### config.mk
export PLATFORM = sky130hd
export DESIGN_NAME = discrete_sfx_sequencer
export DESIGN_NICKNAME = d
export VERILOG_FILES = /design/src/rtl/discrete_sfx_pkg.sv /design/src/rtl/sample_tick_gen.sv /design/src/rtl/discrete_sfx_sequencer.sv
export SDC_FILE = /design/constraint.sdc
export NUM_CORES = 1
export LEC_CHECK = 0
export BUFFER_PORTS_ARGS = -buffer_cell sky130_fd_sc_hd__buf_2
export CAP_MARGIN = 5
export CORE_MARGIN = 2
export CORE_UTILIZATION = 50
export CTS_BUF_LIST = sky130_fd_sc_hd__clkbuf_16
export DETAILED_ROUTE_END_ITERATION = 10
export PLACE_DENSITY = 0.66
export SYNTH_ARGS = -nofsm -noshare
export SYNTH_HDL_FRONTEND = slang
export SYNTH_SLANG_ARGS = --single-unit
### constraint.sdc
create_clock -name clk -period 5.9 [get_ports clk]
set_input_delay 0.59 -clock clk [delete_from_list [all_inputs] [get_ports clk]]
set_output_delay 0.59 -clock clk [all_outputs]
set_load 0.005 [all_outputs]
### src/rtl/discrete_sfx_pkg.sv
// Shared types and width helpers for the discrete sound effect sequencer.
package discrete_sfx_pkg;

  typedef enum logic [1:0] {IDLE, PENDING, ACTIVE, RELEASE} sfx_state_t;

  localparam int unsigned ACC_W = 32;

  // Hold and tail share one down-counter per channel, sized for the larger of the two.
  function automatic int unsigned cnt_width(input int unsigned hold, input int unsigned tail);
    int unsigned span;
    span = (hold > tail) ? hold : tail;
    return (span == 0) ? 1 : int'($clog2(span + 1));
  endfunction

endpackage

### src/rtl/sample_tick_gen.sv
// Fractional accumulator producing a one-clk audio sample tick at exactly SAMPLE_RATE/CLOCK_RATE.
module sample_tick_gen
  import discrete_sfx_pkg::*;
#(
  parameter int unsigned CLOCK_RATE  = 1000000,
  parameter int unsigned SAMPLE_RATE = 48000
) (
  input  logic clk,
  input  logic I_RSTn,
  output logic tick
);

  logic [ACC_W-1:0] acc;
  logic [ACC_W-1:0] nxt;

  always_comb nxt = acc + ACC_W'(SAMPLE_RATE);

  always_ff @(posedge clk or negedge I_RSTn) begin
    if (!I_RSTn) begin
      acc  <= '0;
      tick <= 1'b0;
    end else if (nxt >= ACC_W'(CLOCK_RATE)) begin
      acc  <= nxt - ACC_W'(CLOCK_RATE);
      tick <= 1'b1;
    end else begin
      acc  <= nxt;
      tick <= 1'b0;
    end
  end

endmodule

### src/rtl/discrete_sfx_sequencer.sv
// Sequencer for the discrete sound circuits: sample tick, latch request sync, per-channel
// play/tail FSMs and fixed-priority slot arbitration. Build option SFX_PREEMPT_EN lets a
// blocked request evict the highest-index occupied lower-priority channel.
module discrete_sfx_sequencer
  import discrete_sfx_pkg::*;
#(
  parameter int unsigned CLOCK_RATE       = 1000000,
  parameter int unsigned SAMPLE_RATE      = 48000,
  parameter int unsigned NUM_SFX          = 4,
  parameter int unsigned MAX_ACTIVE       = 2,
  parameter int unsigned MIN_HOLD_SAMPLES = 2400,
  parameter int unsigned TAIL_SAMPLES     = 4800
) (
  input  logic                              clk,
  input  logic                              I_RSTn,
  input  logic [NUM_SFX-1:0]                trig_req,
  output logic                              audio_clk_en,
  output logic [NUM_SFX-1:0]                sfx_en,
  output logic [NUM_SFX-1:0]                sfx_pending,
  output logic [$clog2(MAX_ACTIVE+1)-1:0]   active_count
);

  localparam int unsigned CW = cnt_width(MIN_HOLD_SAMPLES, TAIL_SAMPLES);
  localparam int unsigned OW = $clog2(NUM_SFX + 1);
  localparam int unsigned AW = $clog2(MAX_ACTIVE + 1);

  sfx_state_t         state   [NUM_SFX];
  sfx_state_t         state_n [NUM_SFX];
  logic [CW-1:0]      cnt     [NUM_SFX];
  logic [CW-1:0]      cnt_n   [NUM_SFX];

  logic [NUM_SFX-1:0] sync1, sync, sync_d, rise;
  logic [NUM_SFX-1:0] occ_v, req, grant, evict;
  logic [NUM_SFX-1:0] en_n, pend_n;
  logic [OW-1:0]      occ, free, granted, occ_n;
`ifdef SFX_PREEMPT_EN
  logic               seek;
  logic [NUM_SFX-1:0] victim_oh;
`endif

  sample_tick_gen #(
    .CLOCK_RATE  (CLOCK_RATE),
    .SAMPLE_RATE (SAMPLE_RATE)
  ) u_tick (
    .clk    (clk),
    .I_RSTn (I_RSTn),
    .tick   (audio_clk_en)
  );

  // Two-flop synchronizer plus one delay stage for rising-edge detection.
  always_ff @(posedge clk or negedge I_RSTn) begin
    if (!I_RSTn) begin
      sync1  <= '0;
      sync   <= '0;
      sync_d <= '0;
    end else begin
      sync1  <= trig_req;
      sync   <= sync1;
      sync_d <= sync;
    end
  end

  assign rise = sync & ~sync_d;

  always_ff @(posedge clk or negedge I_RSTn) begin
    if (!I_RSTn) begin
      for (int i = 0; i < NUM_SFX; i++) begin
        state[i] <= IDLE;
        cnt[i]   <= '0;
      end
    end else begin
      for (int i = 0; i < NUM_SFX; i++) begin
        state[i] <= state_n[i];
        cnt[i]   <= cnt_n[i];
      end
    end
  end

  // Arbitration from registered occupancy, then per-channel next state.
  always_comb begin
    occ     = '0;
    granted = '0;
    grant   = '0;
    evict   = '0;
    occ_n   = '0;
    en_n    = '0;
    pend_n  = '0;
    for (int i = 0; i < NUM_SFX; i++) begin
      occ_v[i] = (state[i] == ACTIVE) || (state[i] == RELEASE);
      req[i]   = ((state[i] == IDLE) && rise[i]) || ((state[i] == PENDING) && sync[i]);
      if (occ_v[i]) occ = occ + OW'(1);
    end
    free = (occ >= OW'(MAX_ACTIVE)) ? '0 : OW'(MAX_ACTIVE) - occ;

    for (int i = 0; i < NUM_SFX; i++) begin
      if (req[i] && (granted < free)) begin
        grant[i] = 1'b1;
        granted  = granted + OW'(1);
      end
    end

`ifdef SFX_PREEMPT_EN
    // Only the highest-priority blocked requester may evict, so at most one eviction per clk.
    seek      = 1'b1;
    victim_oh = '0;
    for (int i = 0; i < NUM_SFX; i++) begin
      if (seek && req[i] && !grant[i]) begin
        seek = 1'b0;
        for (int j = 0; j < NUM_SFX; j++) begin
          if ((j > i) && occ_v[j]) begin
            victim_oh    = '0;
            victim_oh[j] = 1'b1;
          end
        end
        if (victim_oh != '0) begin
          grant[i] = 1'b1;
          evict    = victim_oh;
        end
      end
    end
`endif

    for (int i = 0; i < NUM_SFX; i++) begin
      state_n[i] = state[i];
      cnt_n[i]   = cnt[i];
      case (state[i])
        IDLE: begin
          if (rise[i]) begin
            if (grant[i]) begin
              state_n[i] = ACTIVE;
              cnt_n[i]   = CW'(MIN_HOLD_SAMPLES);
            end else begin
              state_n[i] = PENDING;
            end
          end
        end
        PENDING: begin
          if (!sync[i]) begin
            state_n[i] = IDLE;
          end else if (grant[i]) begin
            state_n[i] = ACTIVE;
            cnt_n[i]   = CW'(MIN_HOLD_SAMPLES);
          end
        end
        ACTIVE: begin
          if (rise[i]) begin
            cnt_n[i] = CW'(MIN_HOLD_SAMPLES);
          end else if ((cnt[i] == '0) && !sync[i]) begin
            state_n[i] = RELEASE;
            cnt_n[i]   = CW'(TAIL_SAMPLES);
          end else if (audio_clk_en && (cnt[i] != '0)) begin
            cnt_n[i] = cnt[i] - CW'(1);
          end
        end
        RELEASE: begin
          if (rise[i]) begin
            state_n[i] = ACTIVE;
            cnt_n[i]   = CW'(MIN_HOLD_SAMPLES);
          end else if (cnt[i] == '0) begin
            state_n[i] = IDLE;
          end else if (audio_clk_en) begin
            cnt_n[i] = cnt[i] - CW'(1);
          end
        end
        default: begin
          state_n[i] = IDLE;
          cnt_n[i]   = '0;
        end
      endcase
      if (evict[i]) begin
        state_n[i] = IDLE;
        cnt_n[i]   = '0;
      end
      en_n[i]   = (state_n[i] == ACTIVE);
      pend_n[i] = (state_n[i] == PENDING);
      if ((state_n[i] == ACTIVE) || (state_n[i] == RELEASE)) occ_n = occ_n + OW'(1);
    end
  end

  // Outputs registered alongside the state they describe.
  always_ff @(posedge clk or negedge I_RSTn) begin
    if (!I_RSTn) begin
      sfx_en       <= '0;
      sfx_pending  <= '0;
      active_count <= '0;
    end else begin
      sfx_en       <= en_n;
      sfx_pending  <= pend_n;
      active_count <= AW'(occ_n);
    end
  end

endmodule

==> key figures, run 1 <==
Layout
  – Most frequent cells in the layout: dfrtp_1 (109), nor2_1 (81), nand2_1 (79), o21ai_0 (71), a21oi_1 (44)
  – Number of antenna diodes: 0
  – Finished Core Util: 54.7%
  – Area delta synth->final: 7.90%
  – Most common cell after layout, fill and taps aside: dfrtp_1
  – Layout Cells excl Fill: 988
  – Final instance area: 0.00753 mm²
  – Layout cells sized above 1: 10.1%
  – Register Area: 0.00273 mm²
  – Final nets: 828
  – Fill cells: 1296
  – Multi-input logic area: 0.00397 mm²

Route
  – Routed len/inst: 15.3 µm
  – # DRC: 0
  – DRT Pass-1 Iters: 5
  – Vias/cell: 5.91
  – Initial DRC Count: 377
  – Via count: 5841
  – Post-route antenna net violation count: 0
  – DRT Wirelength: 15100 µm

Placement
  – Routability cong.: 0.872
  – Post-Place Setup Slack: 0.0876 ns
  – Cells after DPL: 972
  – HPWL after detailed placement: 10800 µm
  – Post-DP Area: 0.00720 mm²
  – IO buf count: 16

Yosys
  – Synth Area in XOR/XNOR: 6.08%
  – Largest family of logic cells by synthesized area: simple AND/OR/NAND/NOR gates
  – Top cells by area, synth: dfrtp_1 (39%), o21ai_0 (5.2%), nor2_1 (4.4%)
  – Synth Instances: 799
  – Cell Area, Synth: 0.00698 mm²
  – Area leader, netlist: dfrtp_1
  – Ys flop type: dfrtp_1
  – Post-synthesis adder-cell area fraction: 3.41%
  – Post-Synth Simple-Gate Area: 23.3%
  – Number of flops mapped to enable cells by yosys: 0
  – Post-synth ARST share: 100%
  – Multiplexer share of the synthesized area: 1.22%
  – Synthesized flop and latch total: 109
  – Proportion of synthesized chip area in sequential cells: 39.1%
  – Distinct cells, synth: 86
  – Area fraction of the dominant cell type after synthesis: 39.1%
  – Synth warn: 0
  – Syn avg cell area: 8.74 µm²
  – Syn Nets: 824
  – Post-synthesis compound-gate area fraction: 22.4%

Pwr
  – Power, Total: 2.68 mW
  – Pwr Density: 356 mW/mm²
  – Max IR drop VDD: 0.000228 V
  – Leakage: 3.17 nW

Critical path
  – CP peak stage delay: 0.44 ns
  – Startpoint types: register
  – Type of the worst setup path: reg -> reg
  – Crit path max-delay cell type: nor4b_4
  – Cell mode on critical path: nand2_1
  – Req. time, crit path: 6.18 ns
  – Worst Path Arrival: 5.80 ns
  – Crit. End Element: register
  – Max Fanout on Critical Path: 17

CTS
  – Clock root buffer: clkbuf_16
  – CTS tree: built
  – Worst-Skew Late Latency: 0.36 ns
  – CTS buffer count: 9
  – Clock buffer depth: 2
  – Clk pin slew, worst setup/hold paths: 0.07 ns
  – Clock Sinks: 109
  – Post-CTS Hold Buffers: 0
  – H-tree depth: 3

GRT
  – Vias in the first global route: 5626
  – Initial antenna violation count: 0
  – First-pass GRT wire length: 26500 µm
  – Largest net degree at the start of global routing: 62
  – Grt ovf: 0
  – GRT Total Usage: 21.9%

Die
  – Die height: 122 µm
  – Die area: 0.0149 mm²
  – # rows: 43
  – Starting Density: 50.7%
  – # IOs: 17
  – Die W: 122 µm
  – Core area: 0.0138 mm²

Timing
  – Post-layout minimum cycle time: 5.52 ns
  – Setup tns final: 0 ns
  – Fmax: 0.181 GHz
  – Max-Slew Margin vs Limit: 48.3%
  – Worst-Margin Slew: 0.776 ns
  – Final slew viol count: 0
  – # setup viols final: 0
  – Setup WS post-layout: 0.380 ns
  – Skew final: 0.00697 ns
  – Hold Fails Final Rpt: 0
  – Part of the cycle the worst path needs: 93.6%
  – Unrepaired setup endpoints after global routing: no
  – WHS: 0.238 ns

Flow run
  – Max-cap violations: 0

Status
  – Outcome: finished, final reports clean

Min path
  – Type of the tightest min-delay check: in -> async
## worst max-delay path, delay by kind of cell (launching register included)
kind,cells,cell delay [ns]
AOI/OAI and AO/OA,9,1.48
adders and majority gates,4,1.16
buffers and inverters,2,0.29
DFF,1,0.39
and+or+nand+nor,13,2.13
## Yosys cell counts, drive strengths merged (3+ instances only)
| cell type | count |
|---|---|
| dfrtp | 109 |
| nor2 | 81 |
| nand2 | 79 |
| o21ai | 75 |
| a21oi | 47 |
| inv | 42 |
| xnor2 | 33 |
| nor3 | 31 |
| nand3 | 22 |
| or3 | 21 |
| clkbuf | 20 |
| o31ai | 20 |
| ha | 19 |
| nand4 | 13 |
| buf | 12 |
| xor2 | 12 |
| a21o | 11 |
| nand2b | 11 |
| and3 | 10 |
| and2 | 8 |
| or2 | 8 |
| a211oi | 7 |
| a31oi | 7 |
| mux2i | 7 |
| o22a | 7 |
| a211o | 6 |
| nor2b | 6 |
| nor4 | 6 |
| o21a | 6 |
| nor3b | 4 |
| nor4b | 4 |
| o311ai | 4 |
| o41ai | 4 |
| a21boi | 3 |
| a22oi | 3 |
| o21bai | 3 |
| or4 | 3 |
## registers in the layout (all words and copies together), names as in the netlist
signal	count
active_count	2
cnt	52
sfx_en	4
sfx_pending	4
state	8
sync	4
sync1	4
sync_d	4
u_tick.acc	26
u_tick.tick	1
## logic make-up (layout without fill, tap and decap cells)
logic type / count (synthesis) / in the layout
DFF: 109 / 109
xor gates and xnor gates: 46 / 46
and+or+nand+nor: 315 / 315
muxes: 8 / 8
buffers and inverters: 74 / 83
AOI/OAI and AO/OA: 228 / 228
adders and majority gates: 19 / 19
## area by class of cell
class | count | share of cell area (%)
clock buffers | 9 | 2.99
clock inverters | 7 | 0.997
inverters | 42 | 2.09
multi-input cells | 616 | 52.7
flip-flops and latches | 109 | 36.2
repair buffers | 25 | 1.99
well taps | 180 | 2.99
## routing by layer
metal	vias up	share of wire (%)	GRT usage, %
li1	2880	-	-
met1	2852	46	28.4
met2	91	49	37.2
met3	18	3.1	4.54
met4	0	1.2	6.11
met5	-	0	0
## final timing paths
check                           depth (start not counted)               to   startpoint  slack (ns)
worst max-delay path                                   28  active_count[1]     state[5]        0.38
worst min-delay path                                    1          cnt[41]       I_RSTn        0.24
worst max register to register                         28  active_count[1]     state[5]        0.38
worst min register to register                          0          sync[1]     sync1[1]        0.35
max in group asynchronous                               2          cnt[32]       I_RSTn        4.45
min in group clk                                        1         sync1[1]  trig_req[1]        0.33
## report_power, final
group          internal, mW  total, mW  switching [mW]
Combinational         0.419       1.08           0.659
Sequential            0.868      0.981           0.113
Clock                 0.332      0.620           0.288
Total                  1.62       2.68            1.06
## what timing repair did
item / 4_1_cts / 5_1_grt
resized for setup: 0 / 8
buffers inserted: 0 / 0
setup endpoints to repair: 0 / 14
No activity file was read; power rests on OpenSTA's default activity.
==> inputs of run 2 (changes only) <==
ABC_AREA = 1   (was default)
==> key figures, run 2 <==
Status
  – Outcome: finished, final reports clean (unchanged)

Die
  – Die area: 0.0162 mm² (was 0.0149 mm²)
  – Die W: 127 µm (was 122 µm)
  – Starting Density: 51.7% (was 50.7%)
  – Core area: 0.0146 mm² (was 0.0138 mm²)
  – Die height: 127 µm (was 122 µm)
  – # IOs: 17 (unchanged)
  – # rows: 44 (was 43)

Critical path
  – Max Fanout on Critical Path: 14 (was 17)
  – Type of the worst setup path: reg -> reg (unchanged)
  – Req. time, crit path: 6.15 ns (was 6.18 ns)
  – Crit. End Element: register (unchanged)
  – Startpoint types: register (unchanged)
  – Worst Path Arrival: 4.76 ns (was 5.80 ns)

CTS
  – Worst-Skew Late Latency: 0.36 ns (about the same)
  – Post-CTS Hold Buffers: 0 (unchanged)
  – Clock Sinks: 109 (unchanged)
  – H-tree depth: 3 (unchanged)
  – Number of setup buffers added after CTS: 0 (unchanged)
  – CTS tree: built (unchanged)
  – CTS buffer count: 9 (unchanged)
  – Clock root buffer: clkbuf_16 (unchanged)
  – Clock buffer depth: 2 (unchanged)
  – CTS resizes: 0 (unchanged)
  – Clk pin slew, worst setup/hold paths: 0.07 ns (about the same)

Layout
  – Area delta synth->final: 6.61% (was 7.90%)
  – Number of antenna diodes: 0 (unchanged)
  – Final nets: 1084 (was 828)
  – Finished Core Util: 55.2% (was 54.7%)
  – Max FFs per register: 52 (unchanged)
  – Largest registers: cnt x52, u_tick.acc x26, state x8 (unchanged)
  – Biggest register: cnt (unchanged)
  – Most frequent cells in the layout: nand2_1 (264), inv_1 (138), nor2_1 (129), dfrtp_1 (109), nand3_1 (66) (was dfrtp_1 (109), nor2_1 (81), nand2_1 (79), o21ai_0 (71), a21oi_1 (44))
  – Most common cell after layout, fill and taps aside: nand2_1 (was dfrtp_1)
  – Layout cells sized above 1: 9.21% (was 10.1%)

Yosys
  – Post-synthesis compound-gate area fraction: 10.5% (was 22.4%)
  – Cell Area, Synth: 0.00758 mm² (was 0.00698 mm²)
  – Syn avg cell area: 7.26 µm² (was 8.74 µm²)
  – Most frequent cells after synthesis: nand2_1 (264), inv_1 (136), nor2_1 (129) (was dfrtp_1 (109), nor2_1 (81), nand2_1 (79))
  – Area leader, netlist: dfrtp_1 (unchanged)
  – Distinct cells, synth: 62 (was 86)
  – Ys flop type: dfrtp_1 (unchanged)
  – Synth Instances: 1044 (was 799)
  – Synth warn: 0 (unchanged)
  – Syn Nets: 1069 (was 824)
  – Proportion of synthesized chip area in sequential cells: 36.0% (was 39.1%)
  – Synth Area in XOR/XNOR: 8.29% (was 6.08%)
  – Top cells by area, synth: dfrtp_1 (36%), nand2_1 (13%), inv_1 (6.7%) (was dfrtp_1 (39%), o21ai_0 (5.2%), nor2_1 (4.4%))
  – Post-Synth Simple-Gate Area: 33.2% (was 23.3%)
  – Number of flops mapped to enable cells by yosys: 0 (unchanged)
  – Post-synthesis adder-cell area fraction: 3.14% (was 3.41%)
  – Post-synth ARST share: 100% (unchanged)
  – Most numerous cell in the Yosys netlist: nand2_1 (was dfrtp_1)
  – Area fraction of the dominant cell type after synthesis: 36.0% (was 39.1%)
  – Largest family of logic cells by synthesized area: simple AND/OR/NAND/NOR gates (unchanged)
  – Synthesized flop and latch total: 109 (unchanged)
  – Multiplexer share of the synthesized area: 0% (was 1.22%)

Route
  – Post-route antenna net violation count: 0 (unchanged)
  – Initial DRC Count: 405 (was 377)
  – Routed len/inst: 12.8 µm (was 15.3 µm)
  – Via count: 6426 (was 5841)
  – DRT Wirelength: 16000 µm (was 15100 µm)
  – Vias/cell: 5.15 (was 5.91)
  – DRT Pass-1 Iters: 5 (unchanged)
  – # DRC: 0 (unchanged)

Timing
  – Setup WS post-layout: 1.38 ns (was 0.380 ns)
  – Unrepaired setup endpoints after global routing: no (unchanged)
  – Part of the cycle the worst path needs: 76.5% (was 93.6%)
  – WHS: 0.315 ns (was 0.238 ns)
  – Fmax: 0.221 GHz (was 0.181 GHz)
  – Post-layout minimum cycle time: 4.52 ns (was 5.52 ns)
  – Max-Slew Margin vs Limit: 34.3% (was 48.3%)
  – Setup tns final: 0 ns (unchanged)
  – Hold Fails Final Rpt: 0 (unchanged)
  – Skew final: 0.00855 ns (was 0.00697 ns)
  – Final slew viol count: 0 (unchanged)
  – # setup viols final: 0 (unchanged)
  – Worst-Margin Slew: 0.979 ns (was 0.776 ns)

GRT
  – First-pass GRT wire length: 27900 µm (was 26500 µm)
  – Largest net degree at the start of global routing: 64 (was 62)
  – GRT Total Usage: 21.1% (was 21.9%)
  – Initial antenna violation count: 0 (unchanged)
  – Vias in the first global route: 6133 (was 5626)
  – Grt ovf: 0 (unchanged)

Pwr
  – Pwr Density: 326 mW/mm² (was 356 mW/mm²)
  – Power, Total: 2.63 mW (was 2.68 mW)
  – Leakage: 4.15 nW (was 3.17 nW)
  – Max IR drop VDD: 0.000143 V (was 0.000228 V)

Flow run
  – Max-cap violations: 0 (unchanged)

Placement
  – IO buf count: 16 (unchanged)
  – Post-Place Setup Slack: 1.39 ns (was 0.0876 ns)
  – HPWL after detailed placement: 12200 µm (was 10800 µm)
  – Routability cong.: 0.923 (was 0.872)

Min path
  – Type of the tightest min-delay check: in -> async (unchanged)
==> run 2: report_power, final <==
part           internal [mW]  total, mW  switching [mW]  leakage [nW]
logic                  0.373       1.04           0.668          2.69
clock network          0.280      0.549           0.269         0.131
registers              0.896       1.04           0.148          1.33
total                   1.55       2.63            1.08          4.15
==> run 2: layer usage <==
| metal | GRT usage, % | up-vias | part of all wire, % |
|---|---|---|---|
| met5 | 0 | - | 0 |
| met2 | 36.6 | 75 | 48 |
| met4 | 5.69 | 0 | 1.7 |
| li1 | - | 3374 | - |
| met1 | 27.0 | 2957 | 47 |
| met3 | 4.15 | 20 | 3.1 |
==> run 2: stage by stage <==
step | instances | area (µm²)
floorplan | 1044 | 7580
global placement | 1232 | 7820
detailed placement | 1232 | 7820
CTS | 1248 | 8080
global route | 1248 | 8080
finish | 1248 | 8080
==> run 2: worst max-delay path, stage by stage (launching register included) <==
cell and delay, ns:
dfrtp_1 0.46, ha_1 0.36, nor2_1 0.24, nor2_4 0.08
ha_1 0.27, nand2_1 0.05, o21ai_0 0.08, ha_1 0.31
inv_1 0.09, o211ai_1 0.16, a21boi_2 0.25, inv_1 0.08
ha_1 0.33, nor2_1 0.12, nor2_1 0.05, nand2_1 0.13
nand2_2 0.13, nand2_1 0.08, o21ai_0 0.08, ha_1 0.27
nand2_1 0.05, inv_1 0.06, nand2_2 0.08, o211ai_4 0.13
nand2_2 0.23, o21a_1 0.23
==> run 2: path summary, 6_finish.rpt <==
kind	to	slack, ns	from	depth (start not counted)
setup / recovery	cnt[6]	1.38	state[5]	25
max in group asynchronous	active_count[1]	4.52	I_RSTn	2
hold / removal	cnt[13]	0.31	I_RSTn	1
hold reg to reg	sync[0]	0.35	sync1[0]	0
min in group clk	sync1[1]	0.34	trig_req[1]	1
setup reg to reg	cnt[6]	1.38	state[5]	25
==> run 2: cell type report <==
type / count / area (µm²)
Clock buffer: 9 / 225
Sequential cell: 109 / 2730
Tap cell: 184 / 230
Fill cell: 1436 / 6570
Clock inverter: 7 / 35.0
Inverter: 156 / 586
Timing Repair Buffer: 17 / 90.1
Multi-Input combinational cell: 766 / 4180
==> run 2: cells by family after synthesis <==
family | Yosys count
buffers and inverters | 169
AND/OR/NAND/NOR | 553
adder cells (fa/ha/maj) | 19
flip-flops | 109
AO/OA/AOI/OAI | 130
XOR/XNOR | 64
==> inputs of run 3 (changes only) <==
ABC_AREA = 0   (was 1)
clock period = 4.6 ns   (was 5.9 ns; I/O delays follow)
==> key figures, run 3 (synthesis gave the netlist of run 1 again) <==
Status
  – Outcome: finished, violations left (was finished, final reports clean)
  – Failing checks: setup timing

CTS
  – Clock root buffer: clkbuf_16 (unchanged)
  – CTS buffer count: 9 (unchanged)
  – CTS tree: built (unchanged)
  – Clock buffer depth: 2 (unchanged)
  – H-tree depth: 3 (unchanged)
  – Clock Sinks: 109 (unchanged)
  – Worst-Skew Late Latency: 0.36 ns (about the same)
  – Clk pin slew, worst setup/hold paths: 0.07 ns (about the same)

Route
  – Vias/cell: 5.93 (was 5.15)
  – Routed len/inst: 16.0 µm (was 12.8 µm)
  – DRT Pass-1 Iters: 5 (unchanged)
  – # DRC: 0 (unchanged)
  – Post-route antenna net violation count: 0 (unchanged)
  – DRT Wirelength: 16800 µm (was 16000 µm)
  – Initial DRC Count: 429 (was 405)
  – Via count: 6208 (was 6426)

Critical path
  – Req. time, crit path: 4.88 ns (was 6.15 ns)
  – Crit path from: state[7] (was state[5])
  – Crit path max-delay cell type: dfrtp_1 (unchanged)
  – CP peak stage delay: 0.42 ns (was 0.46 ns)
  – Crit. End Element: register (unchanged)
  – Startpoint types: register (unchanged)
  – Worst Path Arrival: 5.21 ns (was 4.76 ns)
  – Worst R2R Path Depth: 27 (was 25)
  – RR Startpoint: state[7] (was state[5])
  – Cell mode on critical path: nand2_2 (was ha_1)
  – Crit path to: active_count[1] (was cnt[6])
  – Reg2reg setup slack: -0.33 ns (was 1.38 ns)
  – Type of the worst setup path: reg -> reg (unchanged)
  – FF-to-FF End: active_count[1] (was cnt[6])
  – Max Fanout on Critical Path: 4 (was 14)

Timing
  – Hold Fails Final Rpt: 0 (unchanged)
  – Post-layout minimum cycle time: 4.93 ns (was 4.52 ns)
  – Max-Slew Margin vs Limit: 32.4% (was 34.3%)
  – Final slew viol count: 0 (unchanged)
  – Part of the cycle the worst path needs: 107% (was 76.5%)
  – WHS: 0.202 ns (was 0.315 ns)
  – Setup tns final: -4.71 ns (was 0 ns)
  – Setup WS post-layout: -0.330 ns (was 1.38 ns)
  – # setup viols final: 19 (was 0)
  – Fmax: 0.203 GHz (was 0.221 GHz)
  – Worst-Margin Slew: 1.01 ns (was 0.979 ns)
  – Skew final: 0.0101 ns (was 0.00855 ns)
  – Unrepaired setup endpoints after global routing: yes (was no)

Placement
  – HPWL after detailed placement: 11700 µm (was 12200 µm)
  – Cells after DPL: 1007 (was 1232)
  – Routability cong.: 0.956 (was 0.923)
  – IO buf count: 16 (unchanged)
  – Post-DP Area: 0.00756 mm² (was 0.00782 mm²)

GRT
  – Grt ovf: 0 (unchanged)
  – Initial antenna violation count: 0 (unchanged)
  – GRT Total Usage: 23.3% (was 21.1%)
  – Largest net degree at the start of global routing: 81 (was 64)
  – First-pass GRT wire length: 28000 µm (was 27900 µm)
  – Vias in the first global route: 6047 (was 6133)

Layout
  – Final nets: 887 (was 1084)
  – Most frequent cells in the layout: dfrtp_1 (109), nor2_1 (79), nand2_1 (73), o21ai_0 (62), buf_4 (62) (was nand2_1 (264), inv_1 (138), nor2_1 (129), dfrtp_1 (109), nand3_1 (66))
  – Number of antenna diodes: 0 (unchanged)
  – Most common cell after layout, fill and taps aside: dfrtp_1 (was nand2_1)
  – Biggest register: cnt (unchanged)
  – Fill cells: 1226 (was 1436)
  – Final instance area: 0.00815 mm² (was 0.00808 mm²)
  – Max FFs per register: 52 (unchanged)
  – Layout cells sized above 1: 19.1% (was 9.21%)
  – Largest registers: cnt x52, u_tick.acc x26, state x8 (unchanged)
  – Layout Cells excl Fill: 1047 (was 1248)
  – Area delta synth->final: 16.7% (was 6.61%)

Pwr
  – Sw Pwr: 1.61 mW (was 1.08 mW)
  – Clk pwr share: 17.2% (was 20.8%)
  – Leakage: 3.48 nW (was 4.15 nW)
  – Net Sw Frac: 39.0% (was 41.2%)
  – Comb pwr share: 52.2% (was 39.5%)
  – Max IR drop VDD: 0.000286 V (was 0.000143 V)
  – Seq pwr share: 30.6% (was 39.7%)
  – Pwr Density: 506 mW/mm² (was 326 mW/mm²)
  – Internal power: 2.52 mW (was 1.55 mW)

Die
  – Die W: 122 µm (was 127 µm)
  – Starting Density: 50.7% (was 51.7%)
  – Die height: 122 µm (was 127 µm)
  – Core area: 0.0138 mm² (was 0.0146 mm²)
  – # IOs: 17 (unchanged)
  – Die area: 0.0149 mm² (was 0.0162 mm²)
  – # rows: 43 (was 44)

Min path
  – WHS Path Cells: 1
  – Type of the tightest min-delay check: in -> reg (was in -> async)

Flow run
  – Max-cap violations: 0 (unchanged)
run 3: critical path: cells and delay by family, from the launching register on:
kind	cells	cell delay, ns
simple gates	12	1.83
fa+ha+maj	5	1.41
compound gates	7	0.79
flops	1	0.42
xor+xnor	1	0.16
buf+inv	1	0.16
mux	1	0.08
run 3: power groups by stage:
stage	Combinational, mW	Clock, mW	Sequential [mW]
2_1_floorplan	1.14	0	1.24
3_3_place_gp	1.63	0	1.27
3_5_place_dp	1.68	0	1.28
4_1_cts	1.91	0.731	1.26
5_1_grt	2.36	0.765	1.29
6_report	2.15	0.708	1.26
run 3: how the worst min path moves through the flow:
stage / start / endpoint
after global routing: trig_req[0] / sync1[0]
after global placement: sync1[3] / sync[3]
after detailed placement: sync1[3] / sync[3]
after CTS: trig_req[3] / sync1[3]
after floorplan: I_RSTn / active_count[0]
final: trig_req[3] / sync1[3]
run 3: metrics by stage:
stage               utilization (%)  setup slack, ns  total power [mW]
detailed placement             54.9           -0.301              2.96
global route                   59.2           -0.590              4.41
global placement               54.9           -0.160              2.90
floorplan                         -           -0.553              2.38
CTS                            57.7           -0.178              3.90
finish                         59.2           -0.330              4.12
run 3: final cells by class:
cell class              count  area [µm²]  area share (%)
clock buffers               9         225            2.76
clock inverters             7        35.0           0.430
inverters                  42         160            1.97
multi-input cells         617        4170            51.2
flip-flops and latches    109        2730            33.5
well taps                 180         225            2.76
repair buffers             83         608            7.46
run 3: timing repair:
| item | 4_1_cts | 5_1_grt |
|---|---|---|
| setup buffers | 11 | 12 |
| endpoints found under the setup margin | 19 | 20 |
| pin swaps | 11 | 18 |
| hold buffers | 0 | 0 |
| cloned | 0 | 1 |
| gates resized for setup | 18 | 20 |
run 3: per-layer routing:
layer	wire, µm	up-vias	global-route usage [%]
li1	-	3000	-
met3	607	23	5.24
met1	7420	3067	29.3
met5	0	-	0
met4	285	0	7.90
met2	8490	118	39.6
